## src/rtl/scpu_pkg.sv

```systemverilog
// Shared definitions for the scalar CPU front end: data width, the NOP
// encoding and the fetch FSM state type.
package scpu_pkg;

  localparam int XLEN = 32;

  localparam logic [XLEN-1:0] NOP = 32'h0000_0013;

  typedef enum logic {
    IDLE = 1'b0,
    RUN  = 1'b1
  } fetch_state_e;

endpackage : scpu_pkg

```

## src/rtl/fetch_fifo.sv

```systemverilog
// Prefetch queue holding {pc, ins} pairs. Writes are synchronous, the head is
// read combinationally, and the valid flag is a register so that nothing
// downstream sees a combinational path from pop to head_valid.
//
// Handshake: a word leaves the queue at a rising edge where head_valid and
// pop are both high; push writes the tail at the same edge. flush empties
// the queue and overrides any push or pop in that cycle.
module fetch_fifo
  import scpu_pkg::*;
#(
  parameter int DEPTH = 4
) (
  input  logic                  clk,
  input  logic                  rst,
  input  logic                  flush,
  input  logic                  push,
  input  logic [XLEN-1:0]       push_pc,
  input  logic [XLEN-1:0]       push_ins,
  input  logic                  pop,
  output logic                  head_valid,
  output logic [XLEN-1:0]       head_pc,
  output logic [XLEN-1:0]       head_ins,
  output logic [$clog2(DEPTH):0] level
);

  localparam int PW = $clog2(DEPTH);
  localparam logic [PW:0] FULL_LVL = (PW+1)'(DEPTH);

  logic [2*XLEN-1:0] mem [DEPTH];
  logic [PW-1:0]     wr_ptr;
  logic [PW-1:0]     rd_ptr;
  logic [PW:0]       count;
  logic [PW:0]       count_next;
  logic              do_push;
  logic              do_pop;

  assign do_push = push && !flush;
  assign do_pop  = pop && head_valid && !flush;

  // Next occupancy; simultaneous push and pop leave it unchanged.
  always_comb begin
    count_next = count;
    if (flush) begin
      count_next = '0;
    end else if (do_push && !do_pop) begin
      count_next = count + 1'b1;
    end else if (do_pop && !do_push) begin
      count_next = count - 1'b1;
    end
  end

  // Pointers, occupancy and the registered valid flag.
  always_ff @(posedge clk or negedge rst) begin
    if (!rst) begin
      wr_ptr     <= '0;
      rd_ptr     <= '0;
      count      <= '0;
      head_valid <= 1'b0;
    end else begin
      count      <= count_next;
      head_valid <= (count_next != '0);
      if (flush) begin
        wr_ptr <= '0;
        rd_ptr <= '0;
      end else begin
        if (do_push) wr_ptr <= wr_ptr + 1'b1;
        if (do_pop)  rd_ptr <= rd_ptr + 1'b1;
      end
    end
  end

  // Storage is deliberately not reset; the pointers define what is live.
  always_ff @(posedge clk) begin
    if (do_push) mem[wr_ptr] <= {push_pc, push_ins};
  end

  assign head_pc  = head_valid ? mem[rd_ptr][2*XLEN-1:XLEN] : '0;
  assign head_ins = head_valid ? mem[rd_ptr][XLEN-1:0]      : '0;
  assign level    = count;

  // The issue throttle upstream must keep a push from landing on a full queue.
  a_no_overflow: assert property (@(posedge clk) disable iff (!rst)
    do_push |-> (count != FULL_LVL));

endmodule : fetch_fifo

```

## src/rtl/ins_fetch.sv

```systemverilog
// Instruction fetch front end: issues sequential PCs to a one-cycle-latency
// instruction buffer, tracks the single in-flight word, and queues returned
// {pc, ins} pairs for decode. A redirect reloads the PC and drops everything
// in flight or queued.
//
// Handshake toward decode: out_valid/out_ready, a word is consumed at a rising
// edge where both are high; out_valid never depends on out_ready in the same
// cycle.
module ins_fetch
  import scpu_pkg::*;
#(
  parameter logic [XLEN-1:0] RESET_PC = 32'h0,
  parameter int              PC_INC   = 1,
  parameter int              DEPTH    = 4
) (
  input  logic                   clk,
  input  logic                   rst,
  input  logic                   fetch_en,
  output logic [XLEN-1:0]        pc_out,
  input  logic [XLEN-1:0]        ins_in,
  input  logic                   redirect_valid,
  input  logic [XLEN-1:0]        redirect_pc,
  output logic                   out_valid,
  input  logic                   out_ready,
  output logic [XLEN-1:0]        out_ins,
  output logic [XLEN-1:0]        out_pc,
  output logic [$clog2(DEPTH):0] level,
  output fetch_state_e           state_dbg
);

  localparam logic [XLEN-1:0] PC_STEP = XLEN'(PC_INC);

  fetch_state_e    state;
  logic            pend_v;
  logic [XLEN-1:0] pend_pc;
  logic            issue;

  // Counting the in-flight word against capacity guarantees it has a slot.
  assign issue = (state == RUN) && !redirect_valid &&
                 ((int'(level) + int'(pend_v)) < DEPTH);

  // Run/idle FSM, request PC and the in-flight (pending) word tracker.
  always_ff @(posedge clk or negedge rst) begin
    if (!rst) begin
      state   <= IDLE;
      pc_out  <= RESET_PC;
      pend_v  <= 1'b0;
      pend_pc <= '0;
    end else begin
      state <= fetch_en ? RUN : IDLE;
      if (redirect_valid) begin
        pc_out <= redirect_pc;
        pend_v <= 1'b0;
      end else if (issue) begin
        pc_out  <= pc_out + PC_STEP;
        pend_v  <= 1'b1;
        pend_pc <= pc_out;
      end else begin
        pend_v <= 1'b0;
      end
    end
  end

  assign state_dbg = state;

  fetch_fifo #(
    .DEPTH (DEPTH)
  ) u_fifo (
    .clk        (clk),
    .rst        (rst),
    .flush      (redirect_valid),
    .push       (pend_v),
    .push_pc    (pend_pc),
    .push_ins   (ins_in),
    .pop        (out_ready),
    .head_valid (out_valid),
    .head_pc    (out_pc),
    .head_ins   (out_ins),
    .level      (level)
  );

endmodule : ins_fetch
```

## config.mk

```make
export PLATFORM = sky130hd
export DESIGN_NAME = ins_fetch
export DESIGN_NICKNAME = d
export VERILOG_FILES = /design/src/rtl/scpu_pkg.sv /design/src/rtl/fetch_fifo.sv /design/src/rtl/ins_fetch.sv
export SDC_FILE = /design/constraint.sdc
export NUM_CORES = 1
export LEC_CHECK = 0
export BUFFER_PORTS_ARGS = -buffer_cell sky130_fd_sc_hd__buf_2
export CAP_MARGIN = 20
export CORE_UTILIZATION = 55
export DETAILED_ROUTE_END_ITERATION = 12
export GPL_TIMING_DRIVEN = 1
export PLACE_DENSITY_LB_ADDON = 0.08
export SKIP_LAST_GASP = 1
export SLEW_MARGIN = 25
export SYNTH_ARGS = -nofsm -noshare
export SYNTH_HDL_FRONTEND = slang
export SYNTH_SLANG_ARGS = --single-unit
```

## constraint.sdc

```tcl
create_clock -name clk -period 2.85 [get_ports clk]
set_input_delay 0.285 -clock clk [delete_from_list [all_inputs] [get_ports clk]]
set_output_delay 0.285 -clock clk [all_outputs]
set_load 0.02 [all_outputs]
```

* After elaboration in Yosys (flattened, before gate mapping)
Memory sizes are Yosys's and may differ from the RTL's.
Index checks and enable logic that the tools add are counted.
** Word-level totals
- Register bits :: 74
- Latch bits :: 0
- RAM bits :: 256
- Bits in read-only memories :: 0
- Input port bits :: 69
- Output and inout bits :: 101
- Word-level logic and storage cells :: 48
- Memories :: 1
** Operators by class
- Add/sub/neg operators :: 6
- Multiply operators :: 0
- Div/mod/pow operators :: 0
- $lt $le $gt $ge :: 1
- Equality and inequality tests :: 0
- Shift-type cells :: 0
- Muxes and demuxes :: 16
- Bitwise operators :: 1
- Reductions and logical operators :: 15
** Memories
- u_fifo.mem :: words 4, width 64, rd ports 1, clocked after memory_dff 0, wr ports 1, line fetch_fifo.sv:29 : logic [2*XLEN-1:0] mem [DEPTH];
** Operators with widths (count)
- $mux 32 :: 4
- $add 32x1->32 const B :: 1
- $mux 3 :: 3
- $mux 2 :: 4
- $logic_and 1x1->1 :: 7
- $reduce_bool 2->1 :: 3
- $mux 1 :: 5
- $add 2x1->2 const B :: 2
- $add 3x1->4 :: 1
- $lt 4x3->1 const B :: 1
- $add 3x1->3 const B :: 1
- $logic_not 1->1 :: 3
- $reduce_bool 3->1 :: 1
- $sub 3x1->3 const B :: 1
- $reduce_and 2->1 :: 1
- $not 1->1 :: 1

* Logic depth before layout (Yosys ltp)
Gate-level depths: netlist of the first run.
- Depth after elaboration :: 8
- Mapped depth :: 8
- Mapped depth without buffers :: 7

* Cells and area by module
From an unflattened synthesis of the first run, not the netlist that was laid out.
** Second synthesis, totals
- Cells, all modules :: 821
- Area, all modules :: 13395.3 µm²
** By module, submodules not included
- fetch_fifo :: instances 1, cells an instance 458, area an instance 10196.0 µm², seq. area each 7887.6 µm²
- ins_fetch :: instances 1, cells an instance 363, area an instance 3199.3 µm², seq. area each 1651.6 µm²

* Least setup slack after synthesis of the first run
No wires, ideal clock.
- Path kind :: flip-flop to flip-flop
- Start :: register pend_v
- End :: memory u_fifo.mem[0][0] (netlist name), enable pin
- Setup time :: 0.429 ns
- Arrival time :: 2.223 ns
- Required time :: 2.421 ns
- Path slack :: 0.198 ns
- Stages on the path, launching flop included :: 4
- Buffers on the path :: 1
- Clock period less this slack :: 2.652 ns
- Path through :: dfrtp_1 > buf_2 > nor2b_1 > and2_1
** Between the ends
- Cells in the longest elaborated chain, start to end :: 3
** Ends and longest elaborated chain
- start, declared :: line ins_fetch.sv:34 : logic pend_v;
- start signal, assigned :: line ins_fetch.sv:47 : pend_v <= 1'b0;
- start signal, assigned :: line ins_fetch.sv:53 : pend_v <= 1'b0;
- start signal, assigned :: line ins_fetch.sv:56 : pend_v <= 1'b1;
- $logic_and 1x1->1 :: line fetch_fifo.sv:37 : assign do_push = push && !flush;
- $mux 1 :: line fetch_fifo.sv:74 : if (do_push) mem[wr_ptr] <= {push_pc, push_ins};
- $mux 1 (not written as such) :: line fetch_fifo.sv:74
- end, declared :: line fetch_fifo.sv:29
Every way passes these cells.

* Final worst setup path of the first run
- Start :: register u_fifo.rd_ptr[0]
- End :: output port out_ins[20]
** Between the ends
- Cells in the longest elaborated chain, start to end :: 2
** Ends and longest elaborated chain
- start, declared :: line fetch_fifo.sv:31 : logic [PW-1:0] rd_ptr;
- start signal, assigned :: line fetch_fifo.sv:67 : if (do_pop) rd_ptr <= rd_ptr + 1'b1;
- $mem_v2 4x64
- $mux 32 :: line fetch_fifo.sv:78 : assign head_ins = head_valid ? mem[rd_ptr][XLEN-1:0] : '0;
- end, declared :: line ins_fetch.sv:25 : output logic [XLEN-1:0] out_ins,
Every way passes these cells.

==> flow_summary.ini, run 1 <==
[sta]
tightestPinTransition_ns = 0.6451
maxSlewHeadroom = 0.5699
hold_viol = 0
fin_crit_sh = 0.9371
skew_ns = 0.01580
max_freq_ghz = 0.3744
finalSetupViolCount = 0
rsz0062_at_grt = no
setup_tns_ns = 0
layout_min_cycle_time_ns = 2.671
drv_slew = 0

[synthesis]
synth_edf_count = 256
postSynthCellCount = 815
synth_area_um2 = 13360
ys_ff_latch = 330
synth_area_leaders = edfxtp_1 58%, dfrtp_1 14%, mux4_2 11%
synth-seq-area-share = 0.7143
yosys_warnings = 0
yosys.area.top_type_share = 0.5756
yosys.area.top_type = edfxtp_1
synth_area_per_cell_um2 = 16.39
synthFlopType = edfxtp_1
synthArstFlopShare = 0.2242
yosysUniqueCellTypes = 51
synthesis.nets = 891

[worst_setup_path]
reg2reg_from = pc_out[7]
start_kind = register
cp.arrival_ns = 2.39
endpoint_kind = output port
crit_fanout = 24
worst_ep_required_time_ns = 2.57
crit_type = reg2out
crit_start = u_fifo.rd_ptr[0]
cpMaxStageDelayCell = dfrtp_4
worstPathCellList = buf_12 -> mux4_2 -> and2_1 -> buf_2
cpPeakStageDelay_ns = 0.72

[floorplan]
core.rowCount = 56
die-area_um2 = 24910
core_area_um2 = 23610
ioPinCount = 170
start_util = 0.5656
chipWidth_um = 157.8
die_y_um = 157.8

[drt]
drt_iter0_drc = 534
routed_wl_um = 26970
dr.pass1.iters = 5
avgRoutedWirePerCell_um = 19.54
drc = 0
postRouteAntennaNets = 0
vias_per_cell = 5.623
vias = 7760

[finish]
layout-area-overhead-vs-synth_pct = 20.48
layout_common_cells = 256 x edfxtp_1, 169 x buf_2, 124 x nand2_1
regArea_um2 = 9545
drive_above_1_share = 0.3007
finish.utilization = 0.6814
n_antenna_cell = 0
fin_area_um2 = 16090
final_nets = 1113
num-fill-cells = 1647
multi_input_area_um2 = 3566
final_common_cell = edfxtp_1

[worst_hold_path]
hold_class = in2reg
hold_path.startpoint = redirect_pc[0]

[clock_tree]
cts_tree = built
clock_sinks = 330
clockBufferDepth = 3
clockRootBuffer = clkbuf_16
path_clk_slew_ns = 0.06
cts-buffers-inserted = 34
clock_latency_ns = 0.50
ctsHtreeMaxLevel = 2

[power_and_ir_drop]
cellLeakagePower_nw = 6.047
power_density_nw_per_um2 = 814.5
peakVddDrop_v = 0.0004024

[global_routing]
antenna_found_initial = 0
grt_pass1_wl_um = 42940
grt_pass1_vias = 7733
grt_usage = 0.2274
grt_max_degree = 66
grt-ovfl-total = 0

[place]
io_buffers = 169
place_area_um2 = 14650
dpl.hpwl_um = 16490
routabilityCongestion = 0.8221

[job]
max_cap_violations = 0

[status]
status = complete, no violations
layer usage:
| metal | vias to the layer above | global-route usage | wire length, um |
|---|---|---|---|
| met5 | - | 0 | 0 |
| met4 | 0 | 0.06241 | 437 |
| met3 | 33 | 0.03778 | 1635 |
| met2 | 275 | 0.3497 | 12630 |
| met1 | 3882 | 0.3395 | 12270 |
| li1 | 3570 | - | - |
through the flow:
step / setup slack, ns / hold WS (ns) / instances / power (W)
after floorplan: 0.1980 / -0.01059 / 815 / 0.007989
after global placement: 0.6350 / 0.2780 / 1281 / 0.008960
after detailed placement: 0.6425 / 0.2834 / 1281 / 0.008993
after CTS: 0.1015 / 0.0002832 / 1380 / 0.01325
after global routing: 0.02710 / 0.01003 / 1380 / 0.01372
final: 0.1791 / 0.02112 / 1380 / 0.01311
report_power, final:
part	leakage [nW]	switching (W)	internal, W
logic	2.29	0.00154	0.00116
clock network	0.518	0.00171	0.00248
registers	3.24	0.000483	0.00573
area by class of cell:
class / instances / area share
flip-flops and latches: 330 / 0.5932
multi-input cells: 431 / 0.2216
repair buffers: 230 / 0.09254
clock buffers: 46 / 0.05824
well taps: 319 / 0.02481
clock inverters: 14 / 0.007232
inverters: 10 / 0.002333
cells in the mapped netlist (6+ instances only):
library cell / count
nor2_1: 14
clkbuf_1: 21
buf_1: 7
nand4_1: 15
ha_1: 7
a31oi_1: 7
o21ai_0: 18
nand3_1: 22
edfxtp_1: 256
and2_1: 71
nand2_1: 124
a21oi_1: 6
dfrtp_1: 74
o211ai_1: 14
mux4_2: 64
buf_2: 10
a221o_1: 7
or3_1: 6
inv_1: 8
timing repair:
item	4_1_cts	5_1_grt
hold endpoints to repair	148	0
hold buffers	39	0
resized for setup	0	0
setup buffers	0	0
critical path: cells and delay by family, from the launching register on:
family,cells,cell delay (ns)
buffers and inverters,2,0.44
DFF,1,0.72
muxes,1,0.54
and+or+nand+nor,1,0.18
logic make-up after synthesis:
family | count (synthesis) | synth area share
flip-flops | 330 | 0.7143
multiplexers | 68 | 0.1109
AND/OR/NAND/NOR | 282 | 0.1090
AO/OA/AOI/OAI | 67 | 0.03485
buffers and inverters | 54 | 0.01986
XOR/XNOR | 7 | 0.004591
adder cells (fa/ha/maj) | 7 | 0.006558
state kept, by name, indices dropped and copies added, names as in the netlist:
register           flops
u_fifo.head_valid      1
pc_out                32
u_fifo.wr_ptr          2
u_fifo.mem           256
u_fifo.rd_ptr          2
u_fifo.level           3
pend_v                 1
state_dbg              1
pend_pc               32
final timing paths:
kind | end | slack (ns) | depth (start not counted)
setup reg to reg | pc_out[29] | 0.68 | 5
min in group asynchronous | state_dbg | 0.29 | 2
setup / recovery | out_ins[20] | 0.18 | 4
hold / removal | pc_out[0] | 0.02 | 3
max in group asynchronous | u_fifo.rd_ptr[0] | 1.76 | 3
hold reg to reg | u_fifo.mem[0][59] | 0.53 | 0
Power figures use the tool's default switching activity.
==> run 2: changes to the inputs <==
--- a/config.mk
+++ b/config.mk
@@ -7,10 +7,12 @@
 export LEC_CHECK = 0
 export BUFFER_PORTS_ARGS = -buffer_cell sky130_fd_sc_hd__buf_2
 export CAP_MARGIN = 20
+export CORE_MARGIN = 3
 export CORE_UTILIZATION = 55
 export DETAILED_ROUTE_END_ITERATION = 12
 export GPL_TIMING_DRIVEN = 1
-export PLACE_DENSITY_LB_ADDON = 0.08
+export PLACE_DENSITY = 0.83
+export RECOVER_POWER = 50
 export SKIP_LAST_GASP = 1
 export SLEW_MARGIN = 25
 export SYNTH_ARGS = -nofsm -noshare
==> run 2 against run 1 <==
  * The run now ends with capacitance limit, slew limit left
  * Worst setup slack improved by 0.017 ns
  * Global-route usage down 2.1 points
  * Routed wire length shrank 1.3%
  * Die area rose by 5.1%
  * First-iteration DRC count rose by 20%
  * Combinational power down 3%
  * Clock-buffer cell count decreased by 1
  * Total power down 2.9%
  * Largest cell class unchanged
==> flow_summary.ini, run 2 (synthesis gave the netlist of run 1 again) <==
[power_and_ir_drop]
p_clk_frac = 0.308
swShare = 0.2887
cellLeakagePower_nw = 5.670
power_density_nw_per_um2 = 813.2
combPwrFrac = 0.206
p_seq_frac = 0.486
peakVddDrop_v = 0.0004943
switching_power_w = 0.003674
finalPower_w = 0.01273
p_int_w = 0.009052

[sta]
tightestPinTransition_ns = 1.850
layout_min_cycle_time_ns = 2.654
maxSlewHeadroom = -0.2332
holdWs_ns = 0.01657
fin_crit_sh = 0.9311
drv_slew = 75
max_freq_ghz = 0.3768
hold_viol = 0
setup_tns_ns = 0
rsz0062_at_grt = no
skew_ns = 0.01703
finalSetupViolCount = 0

[status]
status = finished, violations left
violations = capacitance limit, slew limit

[drt]
avgRoutedWirePerCell_um = 19.71
vias_per_cell = 5.833
drt_iter0_drc = 642
dr.pass1.iters = 5
drc = 0
routed_wl_um = 26610
postRouteAntennaNets = 0
vias = 7875

[worst_setup_path]
crit_fanout = 64
worstPathCellList = buf_12 -> mux4_2 -> and2_1 -> buf_2
start_kind = register
worstRegToRegCells = 7
ff2ff_setup_slack_ns = 0.40
endpoint_kind = output port
critical_path.top_delay_family = multiplexers
cpMaxStageDelayCell = mux4_2
worst_ep_required_time_ns = 2.57
crit_type = reg2out
cp.arrival_ns = 2.37
reg2reg_from = pend_v
critical_path.n_buffers_inverters = 2
cpPeakStageDelay_ns = 0.59
r2r_end = pc_out[31]

[finish]
layout_common_cells = 256 x edfxtp_1, 124 x nand2_1, 99 x buf_2
num-fill-cells = 1688
layout-area-overhead-vs-synth_pct = 17.17
drive_above_1_share = 0.2250
final_common_cell = edfxtp_1
n_antenna_cell = 0
final_nets = 1084
top_regs = u_fifo.mem: 256 flops, pc_out: 32 flops, pend_pc: 32 flops
finish.utilization = 0.6608
largest_reg_flops = 256
regMostFlops = u_fifo.mem

[floorplan]
core.rowCount = 56
start_util = 0.5639
die-area_um2 = 26190
die_y_um = 161.8
chipWidth_um = 161.8
core_area_um2 = 23680
ioPinCount = 170

[global_routing]
grt_pass1_wl_um = 42730
grt_max_degree = 75
antenna_found_initial = 0
grt_usage = 0.2063
grt-ovfl-total = 0
grt_pass1_vias = 7973

[worst_hold_path]
hold_path_depth = 3
whs_endpoint = pc_out[5]
hold_class = in2reg
hold_path.startpoint = redirect_pc[5]

[job]
max_cap_violations = 1

[clock_tree]
clock_latency_ns = 0.50
cts_tree = built
clock_sinks = 330
path_clk_slew_ns = 0.06
ctsHtreeMaxLevel = 2
clockRootBuffer = clkbuf_16
clockBufferDepth = 3
cts-buffers-inserted = 34

[place]
dpl.hpwl_um = 16320
routabilityCongestion = 0.8431
io_buffers = 169
==> run 2: cell count changes in the layout (fill, tap and decap cells not counted), moves of 12 or more <==
cell           before  now
clkbuf_1            9   79
buf_2             169   99
dlygate4sd3_1      39   22
buf_4              15    3
==> run 2: worst max-delay path by stage <==
stage                           from          endpoint  slack, ns  depth (start not counted)
global placement    u_fifo.rd_ptr[0]        out_pc[16]       0.72                          4
finish              u_fifo.rd_ptr[0]       out_ins[17]       0.20                          4
floorplan                     pend_v  u_fifo.mem[0][0]       0.20                          3
global route        u_fifo.rd_ptr[0]        out_ins[0]       0.08                          4
CTS                 u_fifo.rd_ptr[0]       out_ins[17]       0.16                          4
detailed placement         pc_out[0]        pc_out[16]       0.66                          6
==> run 2: power by group through the flow <==
| stage | Combinational, W | Sequential [W] | Clock [W] |
|---|---|---|---|
| after floorplan | 0.00181 | 0.00618 | 0 |
| after global placement | 0.00263 | 0.00624 | 0 |
| after detailed placement | 0.00268 | 0.00628 | 0 |
| after CTS | 0.00271 | 0.00618 | 0.00401 |
| after global routing | 0.00286 | 0.00626 | 0.00419 |
| final | 0.00262 | 0.00619 | 0.00392 |
==> run 2: cell type report <==
cell class | count | area, um^2 | area share
Multi-Input combinational cell | 431 | 3561 | 0.2276
Clock buffer | 45 | 913.4 | 0.05837
Sequential cell | 330 | 9547 | 0.6101
Inverter | 10 | 37.54 | 0.002399
Tap cell | 319 | 399.1 | 0.02551
Clock inverter | 14 | 63.81 | 0.004078
Timing Repair Buffer | 201 | 1127 | 0.07204
==> run 2: per-stage QoR <==
| step | cell area [um^2] | setup WS [ns] | instances |
|---|---|---|---|
| final | 15650 | 0.1963 | 1350 |
| after CTS | 15760 | 0.1591 | 1350 |
| after global placement | 14560 | 0.7227 | 1269 |
| after floorplan | 13360 | 0.1980 | 815 |
| after global routing | 15650 | 0.08393 | 1350 |
| after detailed placement | 14560 | 0.6641 | 1269 |
==> run 2: per-layer routing <==
layer  up-vias  global-route usage  share of wire
li1       3510                   -              -
met1      3964              0.2935           0.41
met2       354              0.3363           0.49
met3        47             0.03851          0.081
met4         0             0.05312          0.018
met5         -                   0              0
==> run 2: worst min-delay path: cells and delay by family <==
kind	cells	cell delay, ns
simple gates	1	0.05
compound gates	1	0.06
buf+inv	1	0.08
==> run 2: timing repair <==
action / 4_1_cts / 5_1_grt
resized for setup: 0 / 0
hold buffers: 22 / 0
setup buffers: 0 / 0
endpoints found under the hold margin: 137 / 0
==> run 3: changes to the inputs <==
--- a/config.mk
+++ b/config.mk
@@ -8,7 +8,7 @@
 export BUFFER_PORTS_ARGS = -buffer_cell sky130_fd_sc_hd__buf_2
 export CAP_MARGIN = 20
 export CORE_MARGIN = 3
-export CORE_UTILIZATION = 55
+export CORE_UTILIZATION = 52
 export DETAILED_ROUTE_END_ITERATION = 12
 export GPL_TIMING_DRIVEN = 1
 export PLACE_DENSITY = 0.83
==> constraint.sdc (replaced) <==
create_clock -name clk -period 2.4 [get_ports clk]
set_input_delay 0.24 -clock clk [delete_from_list [all_inputs] [get_ports clk]]
set_output_delay 0.24 -clock clk [all_outputs]
set_load 0.02 [all_outputs]
==> run 3 against run 2 <==
  * The run now ends clean
  * Worst hold slack better by 0.00087 ns
  * Final area up 6.0%
  * Clock power up 31%
  * Register-to-register slack worse by 0.12 ns
  * Sequential cell count unchanged
  * Combinational power up 38%
  * Highest routed layer unchanged
==> flow_summary.ini, run 3 (synthesis gave the netlist of run 1 again) <==
[finish]
final_cells = 1426
drive_above_1_share = 0.2819
final_common_cell = edfxtp_1
fin_area_um2 = 16590
n_antenna_cell = 0
top_regs = u_fifo.mem: 256 flops, pc_out: 32 flops, pend_pc: 32 flops
final_nets = 1149
largest_reg_flops = 256
layout_common_cells = 256 x edfxtp_1, 136 x buf_2, 124 x nand2_1
regMostFlops = u_fifo.mem
layout-area-overhead-vs-synth_pct = 24.20

[floorplan]
chipWidth_um = 166.3
die-area_um2 = 27640
start_util = 0.5304
die_y_um = 166.3
core.rowCount = 58
ioPinCount = 170
core_area_um2 = 25180

[clock_tree]
clockRootBuffer = clkbuf_16
ctsHtreeMaxLevel = 2
cts-buffers-inserted = 36
clockBufferDepth = 3
path_clk_slew_ns = 0.06
clock_latency_ns = 0.50
clock_sinks = 330
cts_tree = built

[global_routing]
grt_usage = 0.2089
antenna_found_initial = 0
grt_pass1_wl_um = 46040
grt_pass1_vias = 8342
grt-ovfl-total = 0
grt_max_degree = 67

[drt]
vias = 8090
routed_wl_um = 29700
drt_iter0_drc = 706
dr.pass1.iters = 5
vias_per_cell = 5.673
drc = 0
postRouteAntennaNets = 0
avgRoutedWirePerCell_um = 20.82

[sta]
fin_crit_sh = 0.9798
finalWorstSetupSlack_ns = 0.04836
rsz0062_at_grt = yes
maxSlewHeadroom = 0.1622
finalSetupViolCount = 0
layout_min_cycle_time_ns = 2.352
max_freq_ghz = 0.4252
tightestPinTransition_ns = 1.257
holdWs_ns = 0.01744
setup_tns_ns = 0
hold_viol = 0
skew_ns = 0.01515
drv_slew = 0

[worst_setup_path]
crit_type = reg2out
critical_path.top_delay_family = multiplexers
endpoint_kind = output port
critical_path.n_buffers_inverters = 3
cpPeakStageDelay_ns = 0.50
crit_fanout = 10
worstRegToRegCells = 6
worstPathCellList = buf_4 -> buf_12 -> mux4_2 -> and2_1 -> buf_2
worst_ep_required_time_ns = 2.16
cpMaxStageDelayCell = mux4_2
start_kind = register
cp.arrival_ns = 2.11
crit_cells = 5

[place]
routabilityCongestion = 0.8380
io_buffers = 169
place_area_um2 = 14750
place_inst = 1297
dpl.hpwl_um = 17790
pre_cts_ws_ns = 0.3218

[worst_hold_path]
hold_path_depth = 2
hold_class = in2reg

[job]
max_cap_violations = 0

[power_and_ir_drop]
peakVddDrop_v = 0.0006150
power_density_nw_per_um2 = 970.0
cellLeakagePower_nw = 6.194

[status]
status = complete, no violations
run 3: cell types whose count changed in the layout (fill, tap and decap cells not counted), moves of 2 or more:
cell           delta
clkbuf_8          +2
clkbuf_1         -41
clkinvlp_4        +2
clkinv_1          -3
buf_6             +3
buf_12            +6
dlygate4sd3_1    +35
buf_4            +14
clkbuf_16         +6
bufinv_16         +2
buf_2            +37
run 3: worst reg2reg max path: stages (launching register included):
cell      delay, ns
dfrtp_1        0.46
ha_1           0.23
nand3_1        0.20
nor4_1         0.54
nand2_1        0.20
o211ai_1       0.21
o311ai_0       0.14
run 3: report_power, final:
group          total, W  switching (W)  internal [W]
combinational   0.00361        0.00202       0.00159
sequential      0.00733       0.000528       0.00680
clock           0.00515        0.00206       0.00309
run 3: worst paths after layout:
check                      slack (ns)             start           endpoint
setup reg to reg                 0.28         pc_out[1]         pc_out[16]
min in group asynchronous        0.53               rst          pc_out[8]
hold / removal                   0.02    redirect_pc[3]          pc_out[3]
setup / recovery                 0.05  u_fifo.rd_ptr[0]          out_pc[7]
hold reg to reg                  0.52       pend_pc[30]  u_fifo.mem[2][62]
max in group asynchronous        0.60               rst        pend_pc[18]
run 3: cell type report:
type / count / area [um^2]
inverter: 10 / 37.54
tap: 330 / 412.9
fill: 1734 / 8594
clock buffer: 45 / 975.9
clock inverter: 16 / 133.9
timing repair buffer: 264 / 1911
sequential: 330 / 9548
multi-input combinational: 431 / 3568
run 3: layer usage:
layer | track usage | vias to the layer above | share of wire
met4 | 0.04806 | 0 | 0.015
met5 | 0 | - | 0
met1 | 0.2968 | 4052 | 0.42
met3 | 0.03809 | 38 | 0.067
met2 | 0.3446 | 349 | 0.50
li1 | - | 3651 | -
run 3: repair_timing:
item / CTS / global route
hold buffers: 57 / 0
endpoints found under the setup margin: 19 / 42
endpoints found under the hold margin: 200 / 0
pin swaps: 0 / 0
cloned: 0 / 6
gates resized for setup: 2 / 3
buffers inserted: 0 / 5
run 3: through the flow:
step,total power (W),util
global route,0.01681,0.6587
finish,0.01609,0.6587
CTS,0.01598,0.6529
global placement,0.01065,0.5859
detailed placement,0.01075,0.5859
floorplan,0.009484,-
